<file path="config.mk">
export PLATFORM = sky130hd
export DESIGN_NAME = pixel_scan_sequencer
export DESIGN_NICKNAME = d
export VERILOG_FILES = /design/src/rtl/pixel_scan_sequencer_pkg.sv /design/src/rtl/pixel_avg_acc.sv /design/src/rtl/pixel_scan_sequencer.sv
export SDC_FILE = /design/constraint.sdc
export NUM_CORES = 1
export LEC_CHECK = 0
export CORE_MARGIN = 3
export CORE_UTILIZATION = 40
export CTS_BUF_LIST = sky130_fd_sc_hd__clkbuf_4 sky130_fd_sc_hd__clkbuf_8
export CTS_CLUSTER_SIZE = 8
export DETAILED_ROUTE_END_ITERATION = 12
export GPL_ROUTABILITY_DRIVEN = 0
export PLACE_DENSITY = 0.73
export SLEW_MARGIN = 15
export SYNTH_ARGS = -nofsm -noshare
export SYNTH_HDL_FRONTEND = slang
export SYNTH_SLANG_ARGS = --single-unit
</file>
<file path="constraint.sdc">
create_clock -name clk_ext -period 2.1 [get_ports clk_ext]
set_input_delay 0.525 -clock clk_ext [delete_from_list [all_inputs] [get_ports clk_ext]]
set_output_delay 0.525 -clock clk_ext [all_outputs]
set_load 0.02 [all_outputs]
</file>
<file path="src/rtl/pixel_scan_sequencer_pkg.sv">
// Shared types and sizing helpers for the pixel scan sequencer and its averager.
package pixel_scan_sequencer_pkg;

  typedef enum logic [2:0] {
    StIdle,
    StIssue,
    StWait,
    StAccum,
    StPush,
    StNext
  } state_e;

  localparam int unsigned DefPixelNum   = 16;
  localparam int unsigned DefAddrWidth  = 8;
  localparam int unsigned DefAdcBits    = 18;
  localparam int unsigned DefAvgLog2    = 2;
  localparam int unsigned DefTimeoutCyc = 1024;

  // Counter width able to hold 0..n-1; never narrower than one bit.
  function automatic int unsigned cnt_width(input int unsigned n);
    return (n > 1) ? $clog2(n) : 1;
  endfunction

  localparam int unsigned DefTimeoutCntW = cnt_width(DefTimeoutCyc);
  localparam int unsigned DefResWidth    = DefAddrWidth + DefAdcBits + 1;

endpackage

</file>
<file path="src/rtl/pixel_avg_acc.sv">
// Per-pixel sample accumulator: sums signed samples, counts them, presents the floor average.
module pixel_avg_acc
  import pixel_scan_sequencer_pkg::*;
#(
  parameter int unsigned ADC_BITS = DefAdcBits,
  parameter int unsigned AVG_LOG2 = DefAvgLog2
) (
  input  logic                clk,
  input  logic                rst_n,
  input  logic                clear,
  input  logic                add,
  input  logic [ADC_BITS-1:0] sample,
  input  logic                step,
  output logic                last,
  output logic [ADC_BITS-1:0] avg
);

  localparam int unsigned AccW   = ADC_BITS + AVG_LOG2;
  localparam int unsigned AvgNum = 1 << AVG_LOG2;
  localparam int unsigned CntW   = cnt_width(AvgNum);

  logic signed [AccW-1:0] acc;
  logic signed [AccW-1:0] sample_ext;
  logic        [CntW-1:0] sample_cnt;

  assign sample_ext = AccW'($signed(sample));
  assign last       = (sample_cnt == CntW'(AvgNum - 1));
  // Arithmetic shift of the signed sum rounds toward -inf.
  assign avg        = ADC_BITS'(acc >>> AVG_LOG2);

  always_ff @(posedge clk or negedge rst_n) begin
    if (!rst_n) begin
      acc        <= '0;
      sample_cnt <= '0;
    end else if (clear) begin
      acc        <= '0;
      sample_cnt <= '0;
    end else begin
      if (add) begin
        acc <= acc + sample_ext;
      end
      if (step) begin
        sample_cnt <= sample_cnt + 1'b1;
      end
    end
  end

endmodule

</file>
<file path="src/rtl/pixel_scan_sequencer.sv">
// Frame scheduler: walks pixel addresses, requests AVG_NUM samples each, and pushes averages.
module pixel_scan_sequencer
  import pixel_scan_sequencer_pkg::*;
#(
  parameter int unsigned PIXEL_NUM   = DefPixelNum,
  parameter int unsigned ADDR_WIDTH  = DefAddrWidth,
  parameter int unsigned ADC_BITS    = DefAdcBits,
  parameter int unsigned AVG_LOG2    = DefAvgLog2,
  parameter int unsigned TIMEOUT_CYC = DefTimeoutCyc
) (
  input  logic                  clk_ext,
  input  logic                  rstb_ext,
  input  logic                  scan_start,
  input  logic                  scan_continue,
  input  logic                  rotate_cfg,
  input  logic                  adc_int_cfg,
  output logic                  rd_req,
  output logic [ADDR_WIDTH-1:0] pixel_select,
  output logic                  rotate_flag,
  output logic                  adc_int_flag,
  input  logic                  rd_done,
  input  logic [ADC_BITS-1:0]   adc_data,
  output logic                  res_valid,
  input  logic                  res_ready,
  output logic [ADDR_WIDTH-1:0] res_addr,
  output logic [ADC_BITS-1:0]   res_data,
  output logic                  res_err,
  output logic                  busy,
  output logic                  frame_done
);

  localparam int unsigned TmoW = cnt_width(TIMEOUT_CYC);
  localparam logic [TmoW-1:0] TmoLast = TmoW'(TIMEOUT_CYC - 1);
  localparam logic [ADDR_WIDTH-1:0] AddrLast = ADDR_WIDTH'(PIXEL_NUM - 1);

  state_e                  state;
  logic [TmoW-1:0]         tmo_cnt;
  logic [ADDR_WIDTH-1:0]   addr;
  logic                    acc_clear, acc_add, acc_step, acc_last;
  logic [ADC_BITS-1:0]     acc_avg;

  // addr is held at 0 whenever the FSM is idle, so it can drive the select directly.
  assign pixel_select = addr;
  assign busy         = (state != StIdle);

  assign acc_clear = (state == StIdle) || (state == StNext);
  assign acc_add   = (state == StWait) && rd_done;
  assign acc_step  = (state == StAccum) && !acc_last;

  pixel_avg_acc #(
    .ADC_BITS(ADC_BITS),
    .AVG_LOG2(AVG_LOG2)
  ) u_avg (
    .clk   (clk_ext),
    .rst_n (rstb_ext),
    .clear (acc_clear),
    .add   (acc_add),
    .sample(adc_data),
    .step  (acc_step),
    .last  (acc_last),
    .avg   (acc_avg)
  );

  always_ff @(posedge clk_ext or negedge rstb_ext) begin
    if (!rstb_ext) begin
      state        <= StIdle;
      tmo_cnt      <= '0;
      addr         <= '0;
      rd_req       <= 1'b0;
      rotate_flag  <= 1'b0;
      adc_int_flag <= 1'b0;
      res_valid    <= 1'b0;
      res_addr     <= '0;
      res_data     <= '0;
      res_err      <= 1'b0;
      frame_done   <= 1'b0;
    end else begin
      rd_req     <= 1'b0;
      frame_done <= 1'b0;
      unique case (state)
        StIdle: begin
          if (scan_start) begin
            rotate_flag  <= rotate_cfg;
            adc_int_flag <= adc_int_cfg;
            addr         <= '0;
            rd_req       <= 1'b1;
            state        <= StIssue;
          end
        end
        StIssue: begin
          tmo_cnt <= '0;
          state   <= StWait;
        end
        StWait: begin
          if (rd_done) begin
            state <= StAccum;
          end else if (tmo_cnt == TmoLast) begin
            // Abandon this pixel; the engine is left as is and the next pixel starts fresh.
            res_valid <= 1'b1;
            res_addr  <= addr;
            res_data  <= '0;
            res_err   <= 1'b1;
            state     <= StPush;
          end else begin
            tmo_cnt <= tmo_cnt + 1'b1;
          end
        end
        StAccum: begin
          if (acc_last) begin
            res_valid <= 1'b1;
            res_addr  <= addr;
            res_data  <= acc_avg;
            res_err   <= 1'b0;
            state     <= StPush;
          end else begin
            rd_req <= 1'b1;
            state  <= StIssue;
          end
        end
        StPush: begin
          if (res_ready) begin
            res_valid <= 1'b0;
            state     <= StNext;
          end
        end
        StNext: begin
          if (addr != AddrLast) begin
            addr   <= addr + 1'b1;
            rd_req <= 1'b1;
            state  <= StIssue;
          end else begin
            frame_done <= 1'b1;
            addr       <= '0;
            if (scan_continue) begin
              rotate_flag  <= rotate_cfg;
              adc_int_flag <= adc_int_cfg;
              rd_req       <= 1'b1;
              state        <= StIssue;
            end else begin
              state <= StIdle;
            end
          end
        end
        default: state <= StIdle;
      endcase
    end
  end

endmodule

</file>
==> results by group, run 1 <==
Die
  • Starting Density: about 41%
  • I/O pins: between 60 and 70
  • DIE WIDTH: between 100 and 150 µm
  • FP Rows: 36
  • Core footprint: 9770 µm²
  • Die height: ~110 µm
  • Die ar.: about 11000 µm²

STA
  • Clk_skew: roughly 0.0064 ns
  • Crit share post-route: 102%
  • Worst hold slack: between 0.1 and 0.15 ns
  • Max-slew headroom: 68.6%
  • RSZ-0062 raised after global routing: true
  • Fin crit period: around 2.1 ns
  • Highest clock rate: between 400 and 500 MHz
  • Finish-stage setup viols: 3
  • Final WS setup: -0.0362 ns
  • Worst slew pin tran: approximately 0.47 ns
  • Final Hold Fails: 0
  • Max Slew Vio Count: 0

Detailed routing
  • Vias post-DR: 3552
  • WL met1: ~4600 µm
  • Avg Vias per Cell: 5.37
  • Wirelength, routed: 10500 µm
  • Antenna Nets Post-Route: 0
  • Starting DRT DRC Count: between 150 and 200
  • Drt first pass iters: 4
  • DR top layer: met4
  • WL/cell: 15.8 µm
  • Routed wl met3: around 380 µm
  • # DRC: 0
  • Met2 WL: 5290 µm

Critical path
  • R2R Path End: u_avg.acc[16]$_DFFE_PN0P_
  • Crit path from: adc_data[5]
  • Startpoint types: input pin
  • Worst R2R Path Depth: 9
  • Worst-path maximum fanout: 4
  • CP endpoint: u_avg.acc[15]$_DFFE_PN0P_
  • R2R setup slack: -0.03 ns
  • Worst path required time: roughly 2.3 ns
  • Kind of critical path: input pin to flop
  • Critical Path Sink Type: flop
  • Start of the worst register-to-register path: u_avg.acc[0]$_DFFE_PN0P_
  • Crit path DAT: ~2.4 ns

Place
  • Post-DP HPWL: around 7000 µm
  • Dpl ws: -0.839 ns
  • PortBufs: 66

Global route
  • Pin count of the biggest net entering global routing: 46
  • GRT overflow: 0
  • Vias in the first global route: roughly 3600
  • GRT Util Overall: 18.7%
  • Initial antenna violation count: 0
  • Wire length of the first global-routing pass: ~17000 µm

Clocking
  • CTS tree: done
  • Worst-path clk slew: approximately 0.090 ns
  • Total CTS buffers: 9
  • H-tree levels: 3
  • Sink Count: 75
  • Hold_buf cts: 0
  • Max Root-Sink Buffers: 2
  • Clock latency at the later pin of the worst-skew pair: between 0.3 and 0.4 ns
  • CTS Root Cell: clkbuf_8

Final layout
  • ANT cells: 0
  • Layout Nets: between 500 and 600
  • Layout cells sized above 1: roughly 29%
  • Commonest non-fill, non-tap cell in the layout: dfrtp_1
  • Most frequent cells in the layout: dfrtp_1 (73), buf_4 (72), clkdlybuf4s50_1 (49)
  • Synth-to-Final Area Change: 47.0%
  • Fillers: between 800 and 900

Power and ir drop
  • Max IR drop VDD: 0.539 mV
  • Leakage: ~2.8 nW
  • Pwr/cell area: 1110 nW/µm²
  • Total power: about 6.6 mW

Synth
  • Synth unique cells: 52
  • Synth warnings: 0
  • Sequential share of the synthesized area: 46.5%
  • Post-synth net total: approximately 430
  • Mapped Cells: between 300 and 400
  • Synth Cell Area: about 4000 µm²
  • FF+latch count, synth: 75
  • Mean Syn Cell Area: about 11 µm²

Run
  • Max_cap viols: 0

Outcome
  • Outcome: finished with violations
  • Failing checks: setup timing

Min path
  • Hold Crit Class: input pin to async pin
where the power goes:
| part | switching (mW) | total [mW] | leakage, nW | internal, mW |
|---|---|---|---|---|
| registers | 0.259 | 2.00 | 1.02 | 1.74 |
| logic | 1.52 | 3.19 | 1.62 | 1.66 |
| clock network | 0.602 | 1.40 | 0.120 | 0.800 |
flip-flops by register name (all words and copies together), names as in the netlist, 2 cells and up:
register and cells:
pixel_select 8, res_addr 8, res_data 18, state 3, tmo_cnt 10, u_avg.acc 20, u_avg.sample_cnt 2
per-layer routing:
layer  global-route usage, %  vias to the layer above
met4                    6.39                        0
met2                    32.4                       96
li1                        -                     1693
met5                       0                        -
met3                    2.49                       18
met1                    24.1                     1745
critical path, cell delays in order:
cell and delay [ns]:
clkdlybuf4s50_1 0.42, ha_2 0.34, and3_1 0.23, nand2_1 0.12, o21bai_4 0.25, a311oi_2 0.15
xnor2_1 0.15, a22o_1 0.20
layout make-up:
type / instances / area (µm²) / share of cell area, %
clock inverters: 7 / 124 / 2.09
inverters: 5 / 18.8 / 0.316
clock buffers: 9 / 124 / 2.09
repair buffers: 141 / 1240 / 21.0
flip-flops and latches: 75 / 1880 / 31.7
well taps: 133 / 166 / 2.80
multi-input cells: 291 / 2380 / 40.0
synth_stat cells, drive strengths merged:
cell type  number  area, µm²
dfrtp          75       1880
a22o           37        324
nand2          35        139
nor2           29        111
o21ai          29        145
ha             22        275
a21oi          20        100
xnor2          15        131
mux2           12        135
xor2           12        105
and3           11       68.8
clkbuf         10       38.8
nand3           9       45.0
a21o            8       60.1
a31oi           5       46.3
inv             5       18.8
nand4           4       25.0
nor2b           4       25.0
o21bai          4       41.3
buf             3       27.5
nand2b          3       18.8
nand3b          3       22.5
nor3            3       15.0
a211oi          2       15.0
a311oi          2       23.8
and2            2       12.5
mux2i           2       20.0
o211ai          2       15.0
or4             2       18.8
a2111oi         1       8.76
a21boi          1       7.51
a221oi          1       8.76
a22oi           1       7.51
a32o            1       10.0
a32oi           1       8.76
a41oi           1       8.76
and2b           1       8.76
fa              1       20.0
nor3b           1       7.51
o21a            1       7.51
o31ai           1       21.3
or3b            1       8.76
cells by family (layout without fill, tap and decap cells):
logic type                 after synthesis  after routing  synth area share (%)
AOI/OAI and AO/OA                      118            118                  21.3
and+or+nand+nor                        108            109                  13.1
DFF                                     75             75                  46.5
xor gates and xnor gates                27             27                  5.86
adders and majority gates               23             23                  7.32
buffers and inverters                   18            162                  2.11
muxes                                   14             14                  3.84
repair_timing:
| action | in CTS | in global routing |
|---|---|---|
| endpoints found under the setup margin | 15 | 20 |
| setup buffers | 8 | 8 |
| pin swaps | 26 | 8 |
| gates cloned | 0 | 1 |
| gates resized for setup | 40 | 13 |
worst min-delay path by stage:
stage	from	slack [ns]	endpoint
3_5_place_dp	res_data[5]$_DFFE_PN0P_	0.48	res_data[5]$_DFFE_PN0P_
2_1_floorplan	rstb_ext	0.23	adc_int_flag$_DFFE_PN0P_
4_1_cts	rstb_ext	0.12	tmo_cnt[5]$_DFFE_PN0P_
6_report	rstb_ext	0.11	tmo_cnt[5]$_DFFE_PN0P_
5_1_grt	rstb_ext	0.13	tmo_cnt[4]$_DFFE_PN0P_
3_3_place_gp	res_valid$_DFFE_PN0P_	0.46	res_valid$_DFFE_PN0P_
stage by stage:
step,area (µm²),setup TNS (ns),instances,util (%)
2_1_floorplan,4150,-0.418,383,-
5_1_grt,5930,-0.689,661,60.7
4_1_cts,5820,-0.0545,652,59.6
3_3_place_gp,5390,-8.14,628,55.1
6_report,5930,-0.0995,661,60.7
3_5_place_dp,5390,-8.85,628,55.1
Note: power is estimated with default switching activity, not from simulation.
==> run 2, diff against run 1 <==
--- a/config.mk
+++ b/config.mk
@@ -5,6 +5,7 @@
 export SDC_FILE = /design/constraint.sdc
 export NUM_CORES = 1
 export LEC_CHECK = 0
+export ABC_CLOCK_PERIOD_IN_PS = 2100
 export CORE_MARGIN = 3
 export CORE_UTILIZATION = 40
 export CTS_BUF_LIST = sky130_fd_sc_hd__clkbuf_4 sky130_fd_sc_hd__clkbuf_8
==> results of run 2 <==
Same layout as run 1: the final DEF is identical, and so are final timing and power.
